$ cat src/rtl/hazard_ctrl_pkg.sv
// Shared types for the pipeline hazard controller: FSM states, the
// output-priority encoding and its decode into pipeline control strobes.
package hazard_pkg;

    typedef enum logic {
        RUN,
        FREEZE
    } state_e;

    localparam logic [4:0] REG_ZERO = 5'd0;

    typedef enum logic [2:0] {
        PRIO_RESET,
        PRIO_FREEZE,
        PRIO_REDIRECT,
        PRIO_LOADUSE,
        PRIO_NORMAL
    } prio_e;

    typedef struct packed {
        logic pcWrite;
        logic ifIdWrite;
        logic pipeEn;
        logic ifFlush;
        logic idFlush;
        logic exFlush;
    } ctrl_t;

    // A load-use bubble keeps the back half moving but holds PC and IF/ID.
    function automatic ctrl_t prio_ctrl(prio_e prio);
        ctrl_t c;
        c = '0;
        case (prio)
            PRIO_REDIRECT: c = '{pcWrite: 1'b1, ifIdWrite: 1'b1, pipeEn: 1'b1,
                                 ifFlush: 1'b1, idFlush: 1'b1, exFlush: 1'b1};
            PRIO_LOADUSE:  c = '{pcWrite: 1'b0, ifIdWrite: 1'b0, pipeEn: 1'b1,
                                 ifFlush: 1'b0, idFlush: 1'b1, exFlush: 1'b0};
            PRIO_NORMAL:   c = '{pcWrite: 1'b1, ifIdWrite: 1'b1, pipeEn: 1'b1,
                                 ifFlush: 1'b0, idFlush: 1'b0, exFlush: 1'b0};
            default:       c = '0;
        endcase
        return c;
    endfunction

endpackage

$ cat src/rtl/hazard_ctrl_if.sv
// Hazard-detection inputs and pipeline-control outputs between the core
// datapath (master) and the hazard controller (slave).
interface hazard_ctrl_if #(
    parameter int CNT_W = 16
);
    logic [4:0]       IF_ID_rs_i;
    logic [4:0]       IF_ID_rt_i;
    logic [4:0]       ID_EX_rt_i;
    logic             ID_EX_MemRead_i;
    logic             redirect_i;
    logic             mem_busy_i;
    logic             PC_Write_o;
    logic             IF_ID_Write_o;
    logic             IF_Flush_o;
    logic             ID_Flush_o;
    logic             EX_Flush_o;
    logic             pipe_en_o;
    logic [CNT_W-1:0] stall_cnt_o;
    logic [CNT_W-1:0] flush_cnt_o;
    logic             timeout_o;

    modport master (
        output IF_ID_rs_i, IF_ID_rt_i, ID_EX_rt_i, ID_EX_MemRead_i,
               redirect_i, mem_busy_i,
        input  PC_Write_o, IF_ID_Write_o, IF_Flush_o, ID_Flush_o, EX_Flush_o,
               pipe_en_o, stall_cnt_o, flush_cnt_o, timeout_o
    );

    modport slave (
        input  IF_ID_rs_i, IF_ID_rt_i, ID_EX_rt_i, ID_EX_MemRead_i,
               redirect_i, mem_busy_i,
        output PC_Write_o, IF_ID_Write_o, IF_Flush_o, ID_Flush_o, EX_Flush_o,
               pipe_en_o, stall_cnt_o, flush_cnt_o, timeout_o
    );
endinterface

$ cat src/rtl/hazard_ctrl_sat_counter.sv
// Saturating event counter: counts up on inc_i and sticks at all-ones.
module sat_counter #(
    parameter int W = 16
) (
    input  logic         clk_i,
    input  logic         rst_i,
    input  logic         inc_i,
    output logic [W-1:0] cnt_o
);
    logic [W-1:0] cnt_q;
    logic [W-1:0] cnt_d;

    always_comb begin
        cnt_d = cnt_q;
        if (inc_i && (cnt_q != '1)) begin
            cnt_d = cnt_q + 1'b1;
        end
    end

    always_ff @(posedge clk_i) begin
        if (rst_i) begin
            cnt_q <= '0;
        end else begin
            cnt_q <= cnt_d;
        end
    end

    assign cnt_o = cnt_q;
endmodule

$ cat src/rtl/hazard_ctrl.sv
// Pipeline hazard/flush controller: Mealy control strobes for load-use
// stalls, MEM-stage redirects and memory-busy freezes, plus statistics.
module hazard_ctrl
    import hazard_pkg::*;
#(
    parameter int TIMEOUT = 1023,
    parameter int CNT_W   = 16
) (
    input logic         clk_i,
    input logic         rst_i,
    hazard_ctrl_if.slave hz
);
    localparam int FRZ_W = $clog2(TIMEOUT + 1);
    localparam logic [FRZ_W-1:0] FRZ_MAX = FRZ_W'(TIMEOUT);

    state_e           state_q, state_d;
    logic             id_v_q, id_v_d;
    logic             ex_v_q, ex_v_d;
    logic             mem_v_q, mem_v_d;
    logic [FRZ_W-1:0] frz_q, frz_d;
    logic             timeout_q, timeout_d;
    logic             lu;
    logic             rd;
    prio_e            prio;
    ctrl_t            ctrl;

    // Hazard detection and priority resolution; reset forces every strobe low.
    always_comb begin
        lu = id_v_q && ex_v_q && hz.ID_EX_MemRead_i
             && (hz.ID_EX_rt_i != REG_ZERO)
             && ((hz.ID_EX_rt_i == hz.IF_ID_rs_i) || (hz.ID_EX_rt_i == hz.IF_ID_rt_i));
        rd = hz.redirect_i && mem_v_q;
        prio = PRIO_NORMAL;
        if (rst_i) begin
            prio = PRIO_RESET;
        end else if (hz.mem_busy_i) begin
            prio = PRIO_FREEZE;
        end else if (rd) begin
            prio = PRIO_REDIRECT;
        end else if (lu) begin
            prio = PRIO_LOADUSE;
        end
        ctrl = prio_ctrl(prio);
    end

    assign hz.PC_Write_o    = ctrl.pcWrite;
    assign hz.IF_ID_Write_o = ctrl.ifIdWrite;
    assign hz.IF_Flush_o    = ctrl.ifFlush;
    assign hz.ID_Flush_o    = ctrl.idFlush;
    assign hz.EX_Flush_o    = ctrl.exFlush;
    assign hz.pipe_en_o     = ctrl.pipeEn;

    always_comb begin
        state_d   = state_q;
        id_v_d    = id_v_q;
        ex_v_d    = ex_v_q;
        mem_v_d   = mem_v_q;
        frz_d     = '0;
        timeout_d = timeout_q;
        case (state_q)
            RUN:     if (hz.mem_busy_i) state_d = FREEZE;
            FREEZE:  if (!hz.mem_busy_i) state_d = RUN;
            default: state_d = RUN;
        endcase
        if (ctrl.pipeEn) begin
            id_v_d  = ctrl.ifFlush ? 1'b0 : (ctrl.ifIdWrite ? 1'b1 : id_v_q);
            ex_v_d  = ctrl.idFlush ? 1'b0 : id_v_q;
            mem_v_d = ctrl.exFlush ? 1'b0 : ex_v_q;
        end
        // frz counts consecutive busy cycles and parks at TIMEOUT.
        if (hz.mem_busy_i) begin
            frz_d = (frz_q == FRZ_MAX) ? frz_q : frz_q + 1'b1;
            if (frz_d == FRZ_MAX) begin
                timeout_d = 1'b1;
            end
        end
    end

    always_ff @(posedge clk_i) begin
        if (rst_i) begin
            state_q   <= RUN;
            id_v_q    <= 1'b0;
            ex_v_q    <= 1'b0;
            mem_v_q   <= 1'b0;
            frz_q     <= '0;
            timeout_q <= 1'b0;
        end else begin
            state_q   <= state_d;
            id_v_q    <= id_v_d;
            ex_v_q    <= ex_v_d;
            mem_v_q   <= mem_v_d;
            frz_q     <= frz_d;
            timeout_q <= timeout_d;
        end
    end

    assign hz.timeout_o = timeout_q;

    sat_counter #(.W(CNT_W)) u_stall_cnt (
        .clk_i (clk_i),
        .rst_i (rst_i),
        .inc_i (prio == PRIO_LOADUSE),
        .cnt_o (hz.stall_cnt_o)
    );

    sat_counter #(.W(CNT_W)) u_flush_cnt (
        .clk_i (clk_i),
        .rst_i (rst_i),
        .inc_i (prio == PRIO_REDIRECT),
        .cnt_o (hz.flush_cnt_o)
    );
endmodule

$ cat src/flat_wrapper.sv
// flat-port wrapper written by rule: the top's interface ports become plain ports
module hazard_ctrl_flat import hazard_pkg::*;
#(
    parameter int TIMEOUT = 1023,
    parameter int CNT_W   = 16
)
  (clk_i, rst_i, hz_IF_ID_rs_i, hz_IF_ID_rt_i, hz_ID_EX_rt_i, hz_ID_EX_MemRead_i, hz_redirect_i, hz_mem_busy_i, hz_PC_Write_o, hz_IF_ID_Write_o, hz_IF_Flush_o, hz_ID_Flush_o, hz_EX_Flush_o, hz_pipe_en_o, hz_stall_cnt_o, hz_flush_cnt_o, hz_timeout_o);
  hazard_ctrl_if #(.CNT_W(CNT_W)) hz_i ();
  input logic clk_i;
  input logic rst_i;
  input wire logic [$bits(hz_i.IF_ID_rs_i)-1:0] hz_IF_ID_rs_i;
  input wire logic [$bits(hz_i.IF_ID_rt_i)-1:0] hz_IF_ID_rt_i;
  input wire logic [$bits(hz_i.ID_EX_rt_i)-1:0] hz_ID_EX_rt_i;
  input wire logic [$bits(hz_i.ID_EX_MemRead_i)-1:0] hz_ID_EX_MemRead_i;
  input wire logic [$bits(hz_i.redirect_i)-1:0] hz_redirect_i;
  input wire logic [$bits(hz_i.mem_busy_i)-1:0] hz_mem_busy_i;
  output wire logic [$bits(hz_i.PC_Write_o)-1:0] hz_PC_Write_o;
  output wire logic [$bits(hz_i.IF_ID_Write_o)-1:0] hz_IF_ID_Write_o;
  output wire logic [$bits(hz_i.IF_Flush_o)-1:0] hz_IF_Flush_o;
  output wire logic [$bits(hz_i.ID_Flush_o)-1:0] hz_ID_Flush_o;
  output wire logic [$bits(hz_i.EX_Flush_o)-1:0] hz_EX_Flush_o;
  output wire logic [$bits(hz_i.pipe_en_o)-1:0] hz_pipe_en_o;
  output wire logic [$bits(hz_i.stall_cnt_o)-1:0] hz_stall_cnt_o;
  output wire logic [$bits(hz_i.flush_cnt_o)-1:0] hz_flush_cnt_o;
  output wire logic [$bits(hz_i.timeout_o)-1:0] hz_timeout_o;
  assign hz_i.IF_ID_rs_i = hz_IF_ID_rs_i;
  assign hz_i.IF_ID_rt_i = hz_IF_ID_rt_i;
  assign hz_i.ID_EX_rt_i = hz_ID_EX_rt_i;
  assign hz_i.ID_EX_MemRead_i = hz_ID_EX_MemRead_i;
  assign hz_i.redirect_i = hz_redirect_i;
  assign hz_i.mem_busy_i = hz_mem_busy_i;
  assign hz_PC_Write_o = hz_i.PC_Write_o;
  assign hz_IF_ID_Write_o = hz_i.IF_ID_Write_o;
  assign hz_IF_Flush_o = hz_i.IF_Flush_o;
  assign hz_ID_Flush_o = hz_i.ID_Flush_o;
  assign hz_EX_Flush_o = hz_i.EX_Flush_o;
  assign hz_pipe_en_o = hz_i.pipe_en_o;
  assign hz_stall_cnt_o = hz_i.stall_cnt_o;
  assign hz_flush_cnt_o = hz_i.flush_cnt_o;
  assign hz_timeout_o = hz_i.timeout_o;
  hazard_ctrl #(.TIMEOUT(TIMEOUT), .CNT_W(CNT_W)) u_core (.clk_i(clk_i), .rst_i(rst_i), .hz(hz_i));
endmodule
$ cat config.mk
export PLATFORM = sky130hd
export DESIGN_NAME = hazard_ctrl_flat
export DESIGN_NICKNAME = d
export VERILOG_FILES = /design/src/rtl/hazard_ctrl_pkg.sv /design/src/rtl/hazard_ctrl_if.sv /design/src/rtl/hazard_ctrl_sat_counter.sv /design/src/rtl/hazard_ctrl.sv /design/src/flat_wrapper.sv
export SDC_FILE = /design/constraint.sdc
export NUM_CORES = 1
export LEC_CHECK = 0
export ABC_CLOCK_PERIOD_IN_PS = 2000
export CORE_AREA = 5 5 90 92
export CTS_BUF_LIST = sky130_fd_sc_hd__clkbuf_4 sky130_fd_sc_hd__clkbuf_8
export DETAILED_ROUTE_END_ITERATION = 8
export DIE_AREA = 0 0 95 97
export PLACE_DENSITY = 0.72
export SLEW_MARGIN = 0
export SYNTH_ARGS = -nofsm -noshare
export SYNTH_HDL_FRONTEND = slang
export SYNTH_SLANG_ARGS = --single-unit
$ cat constraint.sdc
create_clock -name clk_i -period 2 [get_ports clk_i]
set_input_delay 0.3 -clock clk_i [delete_from_list [all_inputs] [get_ports clk_i]]
set_output_delay 0.3 -clock clk_i [all_outputs]
set_load 0.005 [all_outputs]
==> impl_metrics.tcl, run 1 <==
set metrics [dict create \
    path_buf_inv 3 \
    wl_per_cell_um 14.0 \
    setup_viol 0 \
    cp.arrival_ns 1.69 \
    rows 31 \
    gp_congestion 0.866 \
    post-route-period-util_pct 99.4 \
    yosysSeqAreaShare_pct 36.4 \
    drv_slew 0 \
    worst-setup-path-type "in -> out" \
    place_ws_ns -0.482 \
    synthAdderAreaFrac_pct 1.48 \
    insertion_delay_ns 0.29 \
    async_flop_share_pct 0 \
    nFillCells 726 \
    drcViolationCount 0 \
    irDropWorstVdd_mv 0.323 \
    dieArea_mm2 0.00922 \
    synthDistinctLibCells 51 \
    skew_ns 0.0101 \
    start_util_pct 35.5 \
    synth.area.mux_share_pct 4.25 \
    fp.dieW_um 95 \
    ys_ff_latch 46 \
    diodes 0 \
    cts_tree "yes" \
    port_buffers 58 \
    path_clk_slew_ns 0.09 \
    hold_buffers 0 \
    synth-xor-area-share_pct 8.99 \
    hold_violations 0 \
    drive_gt1_share_pct 18.8 \
    cp_slowest_cell "clkdlybuf4s50_1" \
    worst_pin_slew_ns 0.470 \
    final_cell_mix "clkdlybuf4s50_1, dfxtp_1, buf_4" \
    fin_tns_setup_ns 0 \
    dpl.hpwl_um 5170 \
    routed-via-count 2609 \
    chipHeight_um 97 \
    min_path_type "reg -> reg" \
    grt.total_usage_pct 14.9 \
    path_delay_family "buffers and inverters" \
    rrSetupSlack_ns 0.13 \
    status "finished, final reports clean" \
    leakage_uw 0.00127 \
    viasPerCell 5.24 \
    crit_chain "clkdlybuf4s50_1 -> xor2_1 -> nor2_1 -> a22oi_2 -> nand2b_4 -> buf_4 -> a21boi_1 -> buf_2" \
    grt_pass1_vias 2468 \
    min_period_ns 1.99 \
    nets 421 \
    cts_root_buffer "clkbuf_8" \
    netlist_area_mm2 0.00253 \
    cts-htree-levels 2 \
    slowest_delay_ns 0.41 \
    syn_nets 327 \
    cts.sinks 46 \
    fin_ws_ns 0.0126 \
    placed_area_mm2 0.00347 \
    p_per_area_mw_per_mm2 488 \
    syn_area_per_cell_um2 8.33 \
    drt_wl_total_um 6960 \
    synth_edf_count 0 \
    synth-simple-area-share_pct 31.0 \
    netlist_instances 304 \
    grt_pass1_wl_um 11500 \
    clock.fmax_ghz 0.503 \
    fin_util_pct 51.0 \
    io_pins 59 \
    yosys_warnings 0 \
    area_growth_pct 43.8 \
    antenna_left 0 \
    numCtsBuffers 5 \
    setup.worst_path.start_class "input pin" \
    grt_max_degree 32 \
    max_slew_margin_pct 68.4 \
    antenna_found_initial 0 \
    cp_max_fo 2 \
    cp.required_ns 1.70 \
    critPathCaptureType "output port" \
    core_area_mm2 0.00714 \
    drt_iter0_markers 113 \
    clock_path_buffers 2 \
    synth_top_family_by_area "simple AND/OR/NAND/NOR gates" \
    design_area_mm2 0.00364 \
    drv_cap 0 \
    grt_overflow 0 \
    dr.pass1.iters 4 \
    synth_ff_type "dfxtp_1" \
    whs_ns 0.505 \
    synth_compound_area_share_pct 13.5 \
]
==> routing by layer <==
layer	vias to the layer above	share of wire [%]	track usage (%)	wire, um
met5	-	0	0	0
met4	0	1.1	4.22	75
met3	7	5.4	3.72	374
met2	67	48	24.8	3370
met1	1229	45	18.9	3150
li1	1306	-	-	-
==> worst register-to-register path: stages (launching register included) <==
cell	delay, ns
dfxtp_1	0.38
nand4_1	0.19
buf_4	0.18
or4_4	0.52
or4_1	0.41
a21oi_1	0.14
==> state kept, by name, indices dropped and copies added (netlist names) <==
signal                    flops
u_core.u_stall_cnt.cnt_o     16
u_core.u_flush_cnt.cnt_o     16
u_core.ex_v_q                 1
u_core.frz_q                 10
u_core.mem_v_q                1
u_core.id_v_q                 1
u_core.hz.timeout_o           1
==> power breakdown <==
part	total (uW)	internal, uW	switching (uW)	leakage (uW)
Combinational	155	74.5	80.3	0.000847
Sequential	925	920	5.62	0.000372
Clock	697	387	310	0.0000548
==> cell families (layout without fill, tap and decap cells) <==
group	Yosys count	in the layout
AO/OA/AOI/OAI	45	45
XOR/XNOR	26	26
adder cells (fa/ha/maj)	3	3
buffers and inverters	24	119
flip-flops	46	46
multiplexers	10	10
AND/OR/NAND/NOR	150	150
==> cells in the mapped netlist, types with 2 or more instances <==
| master | number | share of area (%) |
|---|---|---|
| nand3_1 | 18 | 3.6 |
| clkbuf_1 | 5 | 0.74 |
| nor4_1 | 10 | 2.5 |
| o31ai_1 | 6 | 1.8 |
| buf_1 | 2 | 0.30 |
| a32o_1 | 3 | 1.2 |
| nand2_1 | 24 | 3.6 |
| inv_1 | 10 | 1.5 |
| or4_1 | 5 | 1.5 |
| mux2i_1 | 4 | 1.6 |
| dfxtp_1 | 46 | 36 |
| and4_1 | 3 | 1.0 |
| nor2b_1 | 5 | 1.2 |
| xnor2_1 | 15 | 5.2 |
| buf_2 | 2 | 0.40 |
| ha_1 | 3 | 1.5 |
| o21ai_0 | 2 | 0.40 |
| nand4_1 | 14 | 3.5 |
| a211oi_1 | 2 | 0.59 |
| mux2_2 | 6 | 2.7 |
| nor4b_1 | 3 | 1.0 |
| or3_1 | 2 | 0.49 |
| o211ai_1 | 2 | 0.59 |
| nand2b_1 | 3 | 0.74 |
| o311ai_0 | 4 | 1.4 |
| nor2_1 | 38 | 5.6 |
| a21oi_1 | 12 | 2.4 |
| xor2_1 | 11 | 3.8 |
| nor3_1 | 15 | 3.0 |
| or4_4 | 2 | 0.89 |
| buf_4 | 3 | 0.89 |
| o41ai_1 | 3 | 1.0 |
| and2b_1 | 3 | 0.89 |
==> timing repair <==
| item | 4_1_cts | 5_1_grt |
|---|---|---|
| resized for setup | 26 | 10 |
| pin swaps | 6 | 4 |
| buffers inserted | 1 | 1 |
| endpoints found under the setup margin | 17 | 13 |
| endpoints found under the hold margin | 0 | 0 |
==> final timing paths <==
path | startpoint | endpoint | cells after the start
hold / removal | u_core.hz.timeout_o | u_core.hz.timeout_o | 1
setup reg to reg | u_core.u_stall_cnt.cnt_o[9] | u_core.u_stall_cnt.cnt_o[14] | 5
setup / recovery | hz_IF_ID_rs_i[0] | hz_ID_Flush_o | 8
hold reg to reg | u_core.hz.timeout_o | u_core.hz.timeout_o | 1
==> final cells by class <==
cell class	count	area [um2]	share of cell area [%]
clock inverter	2	37.5	1.03
tap	99	124	3.40
sequential	46	922	25.3
inverter	11	41.3	1.13
clock buffer	6	76.3	2.10
multi-input combinational	234	1570	43.1
timing repair buffer	100	872	24.0
==> through the flow <==
stage                     cells  power, uW
after global routing        498       1860
after global placement      488       1100
final                       498       1780
after CTS                   497       1800
after detailed placement    488       1100
after floorplan             304       1020
Note: power is estimated with default switching activity, not from simulation.
==> run 2, diff against run 1 <==
--- a/config.mk
+++ b/config.mk
@@ -11,6 +11,7 @@
 export DETAILED_ROUTE_END_ITERATION = 8
 export DIE_AREA = 0 0 95 97
 export PLACE_DENSITY = 0.72
+export SETUP_SLACK_MARGIN = 0.4
 export SLEW_MARGIN = 0
 export SYNTH_ARGS = -nofsm -noshare
 export SYNTH_HDL_FRONTEND = slang
==> impl_metrics.tcl, run 2 (synthesized netlist as in run 1, its figures left out) <==
set metrics [dict create \
    grt_max_degree 33 \
    max_slew_margin_pct 74.5 \
    p_seq_share_pct 50.3 \
    setup_viol 0 \
    viasPerCell 5.31 \
    fp.dieW_um 95 \
    cts-htree-levels 2 \
    design_area_mm2 0.00439 \
    rows 31 \
    pwr-share-clk_pct 40.1 \
    place_ws_ns -0.535 \
    grt.total_usage_pct 17.4 \
    internal_power_uw 1370 \
    power_uw 1810 \
    port_buffers 58 \
    status "finished, final reports clean" \
    core_area_mm2 0.00714 \
    chipHeight_um 97 \
    setup.worst_path.start_class "flip-flop" \
    drive_gt1_share_pct 47.7 \
    start_util_pct 35.5 \
    worst-setup-path-type "reg -> reg" \
    p_per_area_mw_per_mm2 412 \
    final_cell_mix "buf_4, nor2_1, dfxtp_2" \
    p_switching_uw 436 \
    cp.required_ns 2.20 \
    dr.pass1.iters 4 \
    area_growth_pct 73.3 \
    cts.sinks 46 \
    fin_tns_setup_ns 0 \
    grt_pass1_wl_um 13200 \
    diodes 0 \
    cts_root_buffer "clkbuf_8" \
    nets 450 \
    antenna_found_initial 0 \
    numCtsBuffers 5 \
    clock_path_buffers 2 \
    skew_ns 0.00669 \
    drv_slew 0 \
    insertion_delay_ns 0.30 \
    critPathCaptureType "flip-flop" \
    post-route-period-util_pct 92.7 \
    dieArea_mm2 0.00922 \
    irDropWorstVdd_mv 0.307 \
    wl_per_cell_um 15.9 \
    drcViolationCount 0 \
    grt_setup_unrepaired "yes" \
    fin_ws_ns 0.146 \
    path_clk_slew_ns 0.09 \
    leakage_uw 0.00171 \
    cp_max_fo 4 \
    drv_cap 0 \
    cp.arrival_ns 2.05 \
    min_path_type "in -> reg" \
    io_pins 59 \
    cts_tree "yes" \
    combPwrFrac_pct 9.6 \
    hold_violations 0 \
    drt_iter0_markers 126 \
    clock.fmax_ghz 0.539 \
    p_sw_share_pct 24.1 \
    whs_ns 0.311 \
    routed-via-count 2800 \
    antenna_left 0 \
    worst_pin_slew_ns 0.379 \
    drt_wl_total_um 8360 \
    gp_congestion 0.848 \
    placed_area_mm2 0.00349 \
    min_period_ns 1.85 \
    dpl.hpwl_um 5150 \
    grt_pass1_vias 2731 \
    grt_overflow 0 \
    final_common_cell "buf_4" \
]
==> run 2: final cells by class <==
class | instances | area, um2
clock buffers | 6 | 76.3
clock inverters | 2 | 36.3
fillers | 598 | 2750
inverters | 11 | 41.3
multi-input cells | 234 | 1980
flip-flops and latches | 46 | 1000
well taps | 99 | 124
repair buffers | 129 | 1130
==> run 2: power groups by stage <==
stage / clock [uW] / sequential [uW] / combinational, uW
finish: 725 / 910 / 173
global route: 769 / 911 / 189
CTS: 746 / 917 / 160
detailed placement: 0 / 944 / 154
global placement: 0 / 944 / 150
floorplan: 0 / 943 / 73.1
==> run 2: worst paths after layout <==
check                                            startpoint                      endpoint  slack, ns  depth (start not counted)
worst min-delay path                          hz_mem_busy_i                u_core.mem_v_q       0.31                          3
worst min register to register              u_core.frz_q[4]               u_core.frz_q[4]       0.47                          1
worst max register to register  u_core.u_stall_cnt.cnt_o[6]  u_core.u_stall_cnt.cnt_o[13]       0.15                          6
worst max-delay path            u_core.u_stall_cnt.cnt_o[6]  u_core.u_stall_cnt.cnt_o[13]       0.15                          6
==> run 2: what timing repair did <==
item | in CTS | in global routing
setup endpoints to repair | 48 | 59
gates cloned | 1 | 0
hold buffers | 0 | 0
setup buffers | 23 | 15
pin swaps | 33 | 41
gates resized for setup | 146 | 72
==> run 2: worst max-delay path: stages, from the launching register on <==
cell     delay [ns]
dfxtp_4        0.36
nand4_1        0.12
buf_4          0.16
or4_4          0.62
nand2_4        0.16
nor4_2         0.07
mux2_2         0.28
==> run 2: layer usage <==
layer  wire length (um)  vias to the layer above  share of wire, %  global-route usage [%]
li1                   -                     1360                 -                       -
met1               3530                     1358                42                    21.6
met2               4380                       74                52                    30.2
met3                383                        8               4.6                    3.41
met4                 77                        0              0.92                    4.66
met5                  0                        -                 0                       0
==> run 2: per-stage QoR <==
stage               utilization, %  instances
floorplan                        -        304
global placement              48.9        480
detailed placement            48.9        480
CTS                           56.6        512
global route                  61.5        527
finish                        61.5        527
==> run 3, diff against run 2 <==
--- a/config.mk
+++ b/config.mk
@@ -10,6 +10,7 @@
 export CTS_BUF_LIST = sky130_fd_sc_hd__clkbuf_4 sky130_fd_sc_hd__clkbuf_8
 export DETAILED_ROUTE_END_ITERATION = 8
 export DIE_AREA = 0 0 95 97
+export HOLD_SLACK_MARGIN = 0.03
 export PLACE_DENSITY = 0.72
 export SETUP_SLACK_MARGIN = 0.4
 export SLEW_MARGIN = 0
==> results of run 3 <==
Same layout as run 2: the final DEF is identical, and so are final timing and power.
